--- src/rtl/key_note_encoder.sv ---
// rtl/key_note_encoder.sv - synchronise, debounce and priority-encode 16 piano keys into {note_en, note}
module key_note_encoder #(
    parameter int DEBOUNCE_CYCLES = 4,
    parameter int RELEASE_CYCLES  = 8
) (
    input  logic        clk,
    input  logic        reset_n,
    input  logic [15:0] keys_raw,
    output logic [3:0]  note,
    output logic        note_en,
    output logic        note_change
);

    localparam int DCW = (DEBOUNCE_CYCLES > 1) ? $clog2(DEBOUNCE_CYCLES) : 1;
    localparam int RCW = (RELEASE_CYCLES > 1) ? $clog2(RELEASE_CYCLES) : 1;
    localparam logic [DCW-1:0] DC_MAX  = DCW'(DEBOUNCE_CYCLES - 1);
    localparam logic [RCW-1:0] RC_LOAD = (RELEASE_CYCLES > 0) ? RCW'(RELEASE_CYCLES - 1) : RCW'(0);
    localparam bit SUSTAIN_EN = (RELEASE_CYCLES > 0);

    typedef enum logic [1:0] {
        S_IDLE    = 2'd0,
        S_PLAY    = 2'd1,
        S_RELEASE = 2'd2
    } state_t;

    logic [15:0]    sync1_q, sync1_d;
    logic [15:0]    sync_q, sync_d;
    logic [15:0]    cand_q, cand_d;
    logic [DCW-1:0] cnt_q, cnt_d;
    logic [15:0]    stable_q, stable_d;

    state_t         state_q, state_d;
    logic [3:0]     note_q, note_d;
    logic           note_en_q, note_en_d;
    logic           note_change_q, note_change_d;
    logic [RCW-1:0] rel_cnt_q, rel_cnt_d;

    logic [3:0]     sel;
    logic           any;

    always_comb begin
        sync1_d = keys_raw;
        sync_d  = sync1_q;
    end

    // Whole-vector debounce: any change in the synchronised vector restarts the count.
    always_comb begin
        cand_d   = cand_q;
        cnt_d    = cnt_q;
        stable_d = stable_q;
        if (sync_q != cand_q) begin
            cand_d = sync_q;
            cnt_d  = '0;
        end else if (cnt_q == DC_MAX) begin
            stable_d = cand_q;
        end else begin
            cnt_d = cnt_q + 1'b1;
        end
    end

    // Ascending scan so the highest set bit is the last one written.
    always_comb begin
        sel = 4'd0;
        for (int i = 0; i < 16; i++) begin
            if (stable_q[i]) begin
                sel = 4'(i);
            end
        end
        any = |stable_q;
    end

    always_comb begin
        state_d   = state_q;
        note_d    = note_q;
        note_en_d = note_en_q;
        rel_cnt_d = rel_cnt_q;
        case (state_q)
            S_IDLE: begin
                note_en_d = 1'b0;
                if (any) begin
                    state_d   = S_PLAY;
                    note_d    = sel;
                    note_en_d = 1'b1;
                end
            end
            S_PLAY: begin
                note_en_d = 1'b1;
                if (any) begin
                    note_d = sel;
                end else if (SUSTAIN_EN) begin
                    state_d   = S_RELEASE;
                    rel_cnt_d = RC_LOAD;
                end else begin
                    state_d   = S_IDLE;
                    note_en_d = 1'b0;
                end
            end
            S_RELEASE: begin
                note_en_d = 1'b1;
                if (any) begin
                    state_d = S_PLAY;
                    note_d  = sel;
                end else if (rel_cnt_q == '0) begin
                    state_d   = S_IDLE;
                    note_en_d = 1'b0;
                end else begin
                    rel_cnt_d = rel_cnt_q - 1'b1;
                end
            end
            default: begin
                state_d   = S_IDLE;
                note_en_d = 1'b0;
            end
        endcase
        // Pulse exactly when the value presented to the decoder changes.
        note_change_d = (note_en_d != note_en_q) || (note_d != note_q);
    end

    always_ff @(posedge clk or negedge reset_n) begin
        if (!reset_n) begin
            sync1_q       <= '0;
            sync_q        <= '0;
            cand_q        <= '0;
            cnt_q         <= '0;
            stable_q      <= '0;
            state_q       <= S_IDLE;
            note_q        <= '0;
            note_en_q     <= 1'b0;
            note_change_q <= 1'b0;
            rel_cnt_q     <= '0;
        end else begin
            sync1_q       <= sync1_d;
            sync_q        <= sync_d;
            cand_q        <= cand_d;
            cnt_q         <= cnt_d;
            stable_q      <= stable_d;
            state_q       <= state_d;
            note_q        <= note_d;
            note_en_q     <= note_en_d;
            note_change_q <= note_change_d;
            rel_cnt_q     <= rel_cnt_d;
        end
    end

    assign note        = note_q;
    assign note_en     = note_en_q;
    assign note_change = note_change_q;

endmodule

--- config.mk ---
export PLATFORM = sky130hd
export DESIGN_NAME = key_note_encoder
export DESIGN_NICKNAME = d
export VERILOG_FILES = /design/src/rtl/key_note_encoder.sv
export SDC_FILE = /design/constraint.sdc
export NUM_CORES = 1
export LEC_CHECK = 0
export ABC_AREA = 0
export CAP_MARGIN = 0
export CORE_MARGIN = 4
export CORE_UTILIZATION = 40
export CTS_BUF_LIST = sky130_fd_sc_hd__clkbuf_4 sky130_fd_sc_hd__clkbuf_8
export CTS_CLUSTER_SIZE = 40
export DETAILED_ROUTE_END_ITERATION = 16
export MAX_ROUTING_LAYER = met4
export PLACE_DENSITY_LB_ADDON = 0.05
export SYNTH_ARGS = -nofsm -noshare
export SYNTH_HDL_FRONTEND = slang
export SYNTH_SLANG_ARGS = --single-unit
--- constraint.sdc ---
create_clock -name clk -period 5.5 [get_ports clk]
set_input_delay 1.65 -clock clk [delete_from_list [all_inputs] [get_ports clk]]
set_output_delay 1.65 -clock clk [all_outputs]
set_load 0.05 [all_outputs]
* Word-level counts from Yosys, hierarchy flattened
Cells that the tools add are included.
** Operators by class
- $add $sub $neg :: 2
- Equal/unequal tests :: 12
- Mux-type cells :: 32
- Bitwise logic cells :: 1
- Reductions and logical operators :: 9
** Operators with widths (number)
- 2-to-1 mux 4 bit :: 16
- != test 16 bit :: 1
- OR reduction 16 bit :: 1
- 2-to-1 mux 2 bit :: 6
- != test 2 bit, second input constant :: 5
- 2-to-1 mux 3 bit :: 3
- case mux 2 bit (3 select lines) :: 1
- case mux 3 bit (2 select lines) :: 1
- equality test 2 bit, second input constant :: 2
- 2-to-1 mux 1 bit :: 4
- != test 4 bit :: 1
- AND reduction 4 bit :: 1
- logical NOT 3 bit :: 1
- != test 3 bit, second input constant :: 1
- case mux 1 bit (3 select lines) :: 1
- AND reduction 3 bit :: 1
- OR reduction 3 bit :: 1
- subtractor 3 x 1 -> 3 bit, second input constant :: 1
- adder 2 x 1 -> 2 bit, second input constant :: 1
- equality test 2 x 1 -> 1 bit, second input constant :: 1
- logical NOT 2 bit :: 1
- AND reduction 2 bit :: 1
- nonzero test 2 bit :: 1
- logical OR 1 bit :: 1
- other kinds (2) :: 2
** Storage, ports and cells
- Bits in registers :: 77
- Bits of input ports :: 18
- Output and inout port bits :: 6
- Word-level logic and storage cells :: 66

* Longest topological paths before layout
Gate-level depths: netlist (run 1).
- Depth after elaboration :: 19
- Gate-level depth with buffers :: 7
- Gate-level depth less buffers :: 7

* Worst setup path before layout (run 1)
No wires, ideal clock.
- Kind :: reg-to-output
- From :: reg note_q[3] (netlist: note[3])
- To :: out note[3]
- Data arrival time :: 657 ps
- Data required time :: 3850 ps
- Setup slack :: 3193 ps
- Stages on the path, launching flop included :: 1
- Buffers on the path :: 0
- Cell sequence :: dfrtp_1
** RTL lines
- start, declared :: RTL line 33 : logic [3:0] note_q, note_d;
- start signal, assigned :: RTL line 138 : note_q <= note_d;
- end, declared :: RTL line 9 : output logic [3:0] note,
No word-level cell between the ends.

* Worst setup path after layout (run 1)
- From :: reg note_q[3] (netlist: note[3])
- To :: out note[3]
No word-level cell between the ends.

==> results of run 1 <==
==> synthesized netlist by cell type (3+ instances only) <==
master,instances
dfrtp_1,77
clkbuf_1,18
inv_1,6
xor2_1,17
nor4_1,4
nor2_1,18
a21oi_1,8
mux2_2,17
nand2b_1,3
nand2_1,9
ha_1,3
==> state kept, by name (all words and copies together), names as in the netlist <==
signal,count
cand_q,16
stable_q,16
sync1_q,16
sync_q,16
note,4
rel_cnt_q,3
cnt_q,2
state_q,2
note_change,1
note_en,1
==> power by group <==
group	leakage [nW]	internal (mW)	switching, mW
logic	0.510	0.0155	0.0155
clock network	0.101	0.218	0.208
registers	0.965	0.584	0.00927
==> routing by layer <==
layer | vias up | global-route usage, % | share of wire (%)
met5 | - | - | 0
met4 | 0 | 4.40 | 1.6
met3 | 8 | 5.15 | 4.4
met2 | 29 | 17.8 | 48
met1 | 773 | 14.1 | 46
li1 | 761 | - | -
==> path summary, 6_finish.rpt <==
check	start	end	slack, ps
worst max register to register	stable_q[13]	note_change	3440
worst max-delay path	note[3]	note[3]	2240
worst min-delay path	sync1_q[5]	sync_q[5]	350
min in group asynchronous	reset_n	rel_cnt_q[2]	1430
max in group asynchronous	reset_n	sync1_q[10]	3450
worst min register to register	sync1_q[5]	sync_q[5]	350
==> layout make-up <==
cell class / count / area share [%]
sequential: 77 / 56.8
multi-input combinational: 116 / 26.3
timing repair buffer: 23 / 6.72
clock buffer: 10 / 3.87
tap: 96 / 3.54
clock inverter: 6 / 2.03
inverter: 6 / 0.664
==> worst reg2reg max path, stage by stage, from the launching register on <==
cell and delay (ps):
dfrtp_1 420, nor4_2 620, nand4_2 280, nand2_2 180
a2111oi_1 100, or3_1 320, nand4_1 70
==> placed cells by master, fill, tap and decap left out, types with 2 or more instances in the layout <==
cell,n
dfrtp_1,77
clkdlybuf4s50_1,22
nor2_1,18
xor2_1,17
mux2_2,17
nand2_1,9
clkbuf_8,9
a21oi_1,8
inv_1,6
nor4_1,4
nand2b_1,3
ha_1,3
nor4_2,2
nor4_4,2
nand2_2,2
o21ai_0,2
nand3b_1,2
nand4_1,2
o22a_1,2
inv_6,2
==> metrics by stage <==
step                      std cells  cell area (sq um)  total power, mW  utilization (%)
after floorplan                 218               2920            0.613                -
after global placement          318               3190            0.636             45.9
after detailed placement        318               3190            0.637             45.9
after CTS                       334               3390             1.07             48.8
after global routing            334               3390             1.10             48.8
final                           334               3390             1.05             48.8
==> cell families (layout without fill, tap and decap cells) <==
group	Yosys count	after routing	share of synthesized area, %
flops	77	77	66.1
simple gates	54	54	11.5
buf+inv	25	45	3.26
compound gates	23	23	5.58
xor+xnor	18	18	5.41
mux	18	18	6.91
fa+ha+maj	3	3	1.29
==> metrics.md, run 1 <==
| Metric | Value |
|---|---|
| CP Class | `reg2out` |
| CTS Hold Buffers Added | `0` |
| Setup TNS | `0 ps` |
| Crit-path leading delay family | `buffers and inverters` |
| Final-stage net count | `254` |
| Crit. End Element | `primary output` |
| HPWL Detailed | `3.02 mm` |
| Worst Reg-to-Reg Cells | `6` |
| Multi-input gate area | `893 sq um` |
| Syn nets | `239` |
| DR pass1 iterations | `4` |
| CP cell instances | `clkdlybuf4s50_1` |
| Core Area | `6940 sq um` |
| Total gr overflow | `0` |
| Status | `complete, no violations` |
| Wirelength per Cell | `13.2 um` |
| Post-cts sizing count | `0` |
| Slowest stage delay, CP | `840 ps` |
| CP Launch Type | `flop` |
| Fillers | `616` |
| Yosys warns | `0` |
| Top cell type's share of synthesized area | `66.1%` |
| Peak VDD IR | `0.156 mV` |
| Pleak | `1.58 nW` |
| Starting Density | `42.0%` |
| Synth Flop Type | `dfrtp_1` |
| Largest net degree at the start of global routing | `78` |
| Die area | `8720 sq um` |
| Root Driver | `clkbuf_8` |
| Synth-to-layout area growth | `16.3%` |
| Worst hold slack | `349 ps` |
| Post-route clock period utilization | `59.2%` |
| Mapped Cells | `218` |
| Max clock buf depth | `2` |
| Slew Limit Headroom | `37.9%` |
| CP max FO | `5` |
| Post-synth EDFFs | `0` |
| Reg area | `1930 sq um` |
| Reg clk slew, reported paths | `80 ps` |
| Fmax | `0.307 GHz` |
| Sink Count | `77` |
| CTS tree | `built` |
| Clock latency on the worst-skew pair | `350 ps` |
| Register area share after synthesis | `66.1%` |
| Routed WL | `4.42 mm` |
| Total track usage | `11.8%` |
| Drt via density | `4.70` |
| Final WS setup | `2240 ps` |
| Worst Tran Pin Value | `931 ps` |
| PortBufs | `23` |
| Initial antenna violation count | `0` |
| Chip Width | `93.4 um` |
| Antenna cells | `0` |
| WP depth | `1` |
| Ys async rst share | `100%` |
| # DRC | `0` |
| First-pass GRT wire length | `7.69 mm` |
| Tightest Hold Check Type | `reg2reg` |
| Cell Rows | `30` |
| Largest cells by area after synthesis | `dfrtp_1, mux2_2, xor2_1, clkbuf_1, nor2_1` |
| Critical Path Slowest Stage Cell | `clkdlybuf4s50_1` |
| Slew Viols, Final | `0` |
| Maxcap violations | `0` |
| PD cells | `309 nW/um^2` |
| Layout cells sized above 1 | `18.1%` |
| Vias in the first global route | `1,636` |
| Via count | `1,571` |
| Final setup viols | `0` |
| Die Height | `93.4 um` |
| Cell variety after synth | `42` |
| Hold Vio Cnt, Final | `0` |
| IO Count | `24` |
| Critical Path RT | `3850 ps` |
| Syn Std Cell Area | `2920 sq um` |
| Hold path cells | `0` |
| Iter 0 DRT Violations | `62` |
| CP Buf/Inv Count | `1` |
| Clock Skews | `14.2 ps` |
| Setup Buffers After CTS | `0` |
| Flops & latches, synth | `77` |
| H-tree depth | `3` |
| Place WS | `2620 ps` |
| GPL Wtd Cong | `0.888` |
| Unrepaired setup endpoints after global routing | `false` |
| Crit path DAT | `1610 ps` |
| Fin crit period | `3260 ps` |
| DRT antenna net count | `0` |
| Cts bufs inserted | `9` |
| Post-synth top area cell | `dfrtp_1` |
| Avg Inst Size Synth | `13.4 sq um` |
No activity file was read; power rests on OpenSTA's default activity.
==> run 2: changes to the inputs <==
clock period = 3 ns   (was 5.5 ns; I/O delays follow)
==> metrics.md, run 2 (same netlist as run 1, synthesis figures left out) <==
| Metric | Value |
|---|---|
| Crit-path leading delay family | `buffers and inverters` |
| H-tree depth | `3 (unchanged)` |
| Commonest non-fill, non-tap cell in the layout | `dfrtp_1` |
| Fillers | `632 (+2.6%)` |
| Clock Skews | `14.5 ps (+0.290 ps)` |
| Critical Path Start | `note[3]` |
| Sink Count | `77 (unchanged)` |
| Slew Limit Headroom | `37.7% (-0.22 points)` |
| Total gr overflow | `0 (unchanged)` |
| Post-cts sizing count | `0 (unchanged)` |
| CTS Hold Buffers Added | `0 (unchanged)` |
| PortBufs | `23 (unchanged)` |
| Pleak | `1.57 nW (-0.41%)` |
| Synth-to-layout area growth | `15.9%` |
| DR pass1 iterations | `4 (unchanged)` |
| Initial antenna violation count | `0 (unchanged)` |
| Cts bufs inserted | `9 (unchanged)` |
| Post-route clock period utilization | `83.8%` |
| Util after Layout | `48.7% (-0.16 points)` |
| Largest net degree at the start of global routing | `78 (unchanged)` |
| CP Launch Type | `flop` |
| CP cell instances | `clkdlybuf4s50_1` |
| IO Count | `24 (unchanged)` |
| Maxcap violations | `0 (unchanged)` |
| Status | `complete, no violations` |
| Routed WL | `4.54 mm (+2.9%)` |
| Die Height | `93.4 um (unchanged)` |
| Final setup viols | `0 (unchanged)` |
| Antenna cells | `0 (unchanged)` |
| Reg clk slew, reported paths | `90 ps (about the same)` |
| Core Area | `6940 sq um (unchanged)` |
| Chip Width | `93.4 um (unchanged)` |
| CP Buf/Inv Count | `1 (unchanged)` |
| Hold Vio Cnt, Final | `0 (unchanged)` |
| Fmax | `0.398 GHz` |
| Fin crit period | `2510 ps` |
| Slowest stage delay, CP | `830 ps (about the same)` |
| Root Driver | `clkbuf_8` |
| Clock latency on the worst-skew pair | `350 ps (about the same)` |
| Iter 0 DRT Violations | `47 (-24%)` |
| Commonest non-fill, non-tap cells in the layout | `dfrtp_1, clkdlybuf4s50_1, nor2_1` |
| Die area | `8720 sq um (unchanged)` |
| Layout cells sized above 1 | `18.1% (unchanged)` |
| Vias in the first global route | `1,701 (+4.0%)` |
| PD cells | `553 nW/um^2 (+79%)` |
| GPL Wtd Cong | `0.884 (-0.48%)` |
| First-pass GRT wire length | `7.92 mm (+3.0%)` |
| Final-stage net count | `254 (unchanged)` |
| Critical hold path startpoint | `sync1_q[8]` |
| Total track usage | `12.3% (+0.48 points)` |
| Peak VDD IR | `0.375 mV (+140%)` |
| Slew Viols, Final | `0 (unchanged)` |
| Worst Tran Pin Value | `934 ps (+3.31 ps)` |
| CP max FO | `5 (unchanged)` |
| Critical Path RT | `2100 ps (-1750 ps)` |
| Placed insts | `318 (unchanged)` |
| Wirelength per Cell | `13.6 um (+2.9%)` |
| Critical Path Slowest Stage Cell | `clkdlybuf4s50_1` |
| HPWL Detailed | `3.18 mm (+5.2%)` |
| Setup Buffers After CTS | `0 (unchanged)` |
| # DRC | `0 (unchanged)` |
| Max clock buf depth | `2 (unchanged)` |
| Starting Density | `42.0% (unchanged)` |
| Drt via density | `4.81 (+2.2%)` |
| DRT antenna net count | `0 (unchanged)` |
| Layout Cells excl Fill | `334 (unchanged)` |
| CP Class | `reg2out` |
| Via count | `1,606 (+2.2%)` |
| Tightest Hold Check Type | `reg2reg` |
| Worst hold slack | `353 ps (+4.53 ps)` |
| R2R Path Start | `cand_q[15]` |
| Crit path DAT | `1610 ps (about the same)` |
| Unrepaired setup endpoints after global routing | `false` |
| Crit. End Element | `primary output` |
| Cell Rows | `30 (unchanged)` |
| CTS tree | `built` |
| Setup TNS | `0 ps (unchanged)` |
## run 2: final timing paths
check	endpoint	slack (ps)	cells past startpoint
max in group asynchronous	sync_q[9]	1710	1
worst min register to register	sync_q[8]	350	0
worst min-delay path	sync_q[8]	350	0
worst max register to register	stable_q[8]	880	6
worst max-delay path	note[3]	490	1
min in group asynchronous	rel_cnt_q[2]	680	1
## run 2: report_power, final
| part | switching [mW] | total (mW) | internal [mW] |
|---|---|---|---|
| combinational | 0.0287 | 0.0573 | 0.0285 |
| clock | 0.406 | 0.726 | 0.320 |
| sequential | 0.0177 | 1.09 | 1.07 |
| total | 0.452 | 1.87 | 1.42 |
## run 2: layer usage
layer | part of all wire [%] | global-route usage (%) | vias to the layer above
li1 | - | - | 770
met1 | 45 | 14.3 | 794
met2 | 50 | 19.2 | 37
met3 | 4.6 | 5.47 | 5
met4 | 1.1 | 4.03 | 0
met5 | 0 | - | -
## run 2: through the flow
stage	worst slack (ps)	total power, mW	area [sq um]
after floorplan	1240	1.12	2920
after global placement	886	1.17	3190
after detailed placement	862	1.17	3190
after CTS	460	1.91	3380
after global routing	424	1.97	3380
final	486	1.87	3380
## run 2: worst reg2reg max path, stage by stage (launching register included)
cell	delay (ps)
dfrtp_1	410
xor2_1	170
nor4_1	450
nand4_1	260
inv_1	120
nand2_2	240
mux2_2	360
## run 2: cell type report
type                    count  area, sq um  share of cell area, %
clock inverters             7         65.1                   1.93
clock buffers               9          124                   3.67
repair buffers             23          228                   6.74
inverters                   6         22.5                  0.666
multi-input cells         116          893                   26.4
well taps                  96          120                   3.55
flip-flops and latches     77         1930                   57.0
==> run 3: changes to the inputs <==
clock period = 2.2 ns   (was 3 ns; I/O delays follow)
==> metrics.md, run 3 (same netlist as run 1, synthesis figures left out) <==
| Metric | Value |
|---|---|
| DR pass1 iterations | `3 (-1)` |
| Final-stage net count | `257 (+1.2%)` |
| IO Count | `24 (unchanged)` |
| Pleak | `1.64 nW (+4.3%)` |
| Comb power frac | `3.0% (about the same)` |
| Routed WL | `4.58 mm (+0.75%)` |
| Fin crit period | `2110 ps` |
| Total gr overflow | `0 (unchanged)` |
| Post-cts sizing count | `0 (unchanged)` |
| WL met2 | `2.23 mm (-1.2%)` |
| Cell Area, Placed | `3210 sq um (+0.71%)` |
| Core Area | `6940 sq um (unchanged)` |
| Root Driver | `clkbuf_8` |
| Hold Vio Cnt, Final | `0 (unchanged)` |
| Tightest Hold Check Type | `in2async` |
| Antenna cells | `0 (unchanged)` |
| Psw | `578 uW (+28%)` |
| Max clock buf depth | `2 (unchanged)` |
| Setup Buffers After CTS | `0 (unchanged)` |
| Critical Path Slowest Stage Cell | `clkdlybuf4s50_1` |
| CP Launch Type | `flop` |
| HPWL Detailed | `3.30 mm (+3.8%)` |
| Unrepaired setup endpoints after global routing | `false` |
| Total track usage | `12.4% (+0.12 points)` |
| Commonest non-fill, non-tap cell in the layout | `dfrtp_1` |
| Commonest non-fill, non-tap cells in the layout | `dfrtp_1, nor2_1, xor2_1, mux2_2, clkdlybuf4s50_1` |
| Status | `complete, no violations` |
| DRT antenna net count | `0 (unchanged)` |
| Die Height | `93.4 um (unchanged)` |
| Final setup viols | `0 (unchanged)` |
| Crit. End Element | `primary output` |
| Post-Route M1 WL | `2.10 mm (+3.7%)` |
| # DRC | `0 (unchanged)` |
| Largest net degree at the start of global routing | `42 (-46%)` |
| Reg clk slew, reported paths | `80 ps (about the same)` |
| Slew Limit Headroom | `57.0% (+19 points)` |
| Setup TNS | `0 ps (unchanged)` |
| Top sig layer | `met4` |
| Synth-to-layout area growth | `19.1%` |
| PD cells | `824 nW/um^2 (+49%)` |
| Power share of the sequential group | `51.8% (-6.3 points)` |
| Layout cells sized above 1 | `21.2% (+3.1 points)` |
| CP Buf/Inv Count | `1 (unchanged)` |
| Worst hold slack | `178 ps (-176 ps)` |
| Switching Share | `20.2% (-4.0 points)` |
| CTS Hold Buffers Added | `0 (unchanged)` |
| Initial antenna violation count | `0 (unchanged)` |
| Final Instance Area | `3470 sq um (+2.7%)` |
| Crit path DAT | `1450 ps (-160 ps)` |
| Wirelength per Cell | `13.6 um (-0.15%)` |
| Worst R2R Setup Slack | `200 ps (-680 ps)` |
| Clk pwr share | `45.2% (+6.4 points)` |
| Cts bufs inserted | `9 (unchanged)` |
| CP cell instances | `clkdlybuf4s50_1` |
| Sink Count | `77 (unchanged)` |
| Iter 0 DRT Violations | `68 (+45%)` |
| CP Class | `reg2out` |
| Post-route clock period utilization | `96.0%` |
| Starting Density | `42.0% (unchanged)` |
| Int Power | `2.28 mW (+61%)` |
| CP max FO | `1 (-4)` |
| WL met3 | `217 um (+4.3%)` |
| Clock Skews | `8.84 ps (-5.61 ps)` |
| GPL Wtd Cong | `0.799 (-9.6%)` |
| Maxcap violations | `0 (unchanged)` |
| Critical Path RT | `1540 ps (-560 ps)` |
| Worst Reg-to-Reg Cells | `7 (+1)` |
| Drt via density | `4.74 (-1.4%)` |
| H-tree depth | `3 (unchanged)` |
| Worst Tran Pin Value | `643 ps (-291 ps)` |
| Clock latency on the worst-skew pair | `340 ps (about the same)` |
| PortBufs | `23 (unchanged)` |
| Fmax | `0.473 GHz` |
| CTS tree | `built` |
| Slowest stage delay, CP | `790 ps (-40 ps)` |
| First-pass GRT wire length | `7.99 mm (+0.87%)` |
| R2R Path Start | `cand_q[8]` |
| Cell Rows | `30 (unchanged)` |
| Chip Width | `93.4 um (unchanged)` |
| Peak VDD IR | `0.428 mV (+14%)` |
| Slew Viols, Final | `0 (unchanged)` |
| Vias in the first global route | `1,606 (-5.6%)` |
| Reg-to-reg endpoint | `stable_q[10]` |
| Die area | `8720 sq um (unchanged)` |
| Crit-path leading delay family | `buffers and inverters` |
| Via count | `1,598 (-0.50%)` |
## run 3: power by group through the flow
stage,combinational (mW),sequential (mW),clock (mW)
floorplan,0.0281,1.51,0
global placement,0.0876,1.51,0
detailed placement,0.0882,1.51,0
CTS,0.0887,1.48,1.34
global route,0.0972,1.49,1.41
finish,0.0851,1.48,1.29
## run 3: routing by layer
metal	global-route usage, %	vias to the layer above
li1	-	779
met1	15.9	787
met2	18.2	28
met3	4.67	4
met4	4.40	0
met5	-	-
## run 3: final cells by class
cell class	count	area [sq um]
Tap cell	96	120
Clock buffer	10	131
Multi-Input combinational cell	116	902
Clock inverter	6	119
Sequential cell	77	1930
Fill cell	604	3470
Timing Repair Buffer	26	250
Inverter	6	22.5
## run 3: per-stage QoR
step	power, mW	cells	util (%)	setup WS [ps]
6_report	2.86	337	50.0	87.0
5_1_grt	3.00	337	50.0	29.7
4_1_cts	2.91	337	49.9	61.0
3_5_place_dp	1.60	321	46.3	158
3_3_place_gp	1.60	321	46.3	220
2_1_floorplan	1.53	218	-	442
## run 3: worst max path at each step
stage | cells past startpoint | slack, ps | endpoint | from
3_5_place_dp | 6 | 160 | note_change | stable_q[13]
6_report | 1 | 90 | note_change | note_change
5_1_grt | 6 | 30 | note_change | stable_q[9]
4_1_cts | 1 | 60 | note_change | note_change
3_3_place_gp | 6 | 220 | stable_q[15] | cand_q[4]
2_1_floorplan | 6 | 440 | note_change | stable_q[3]
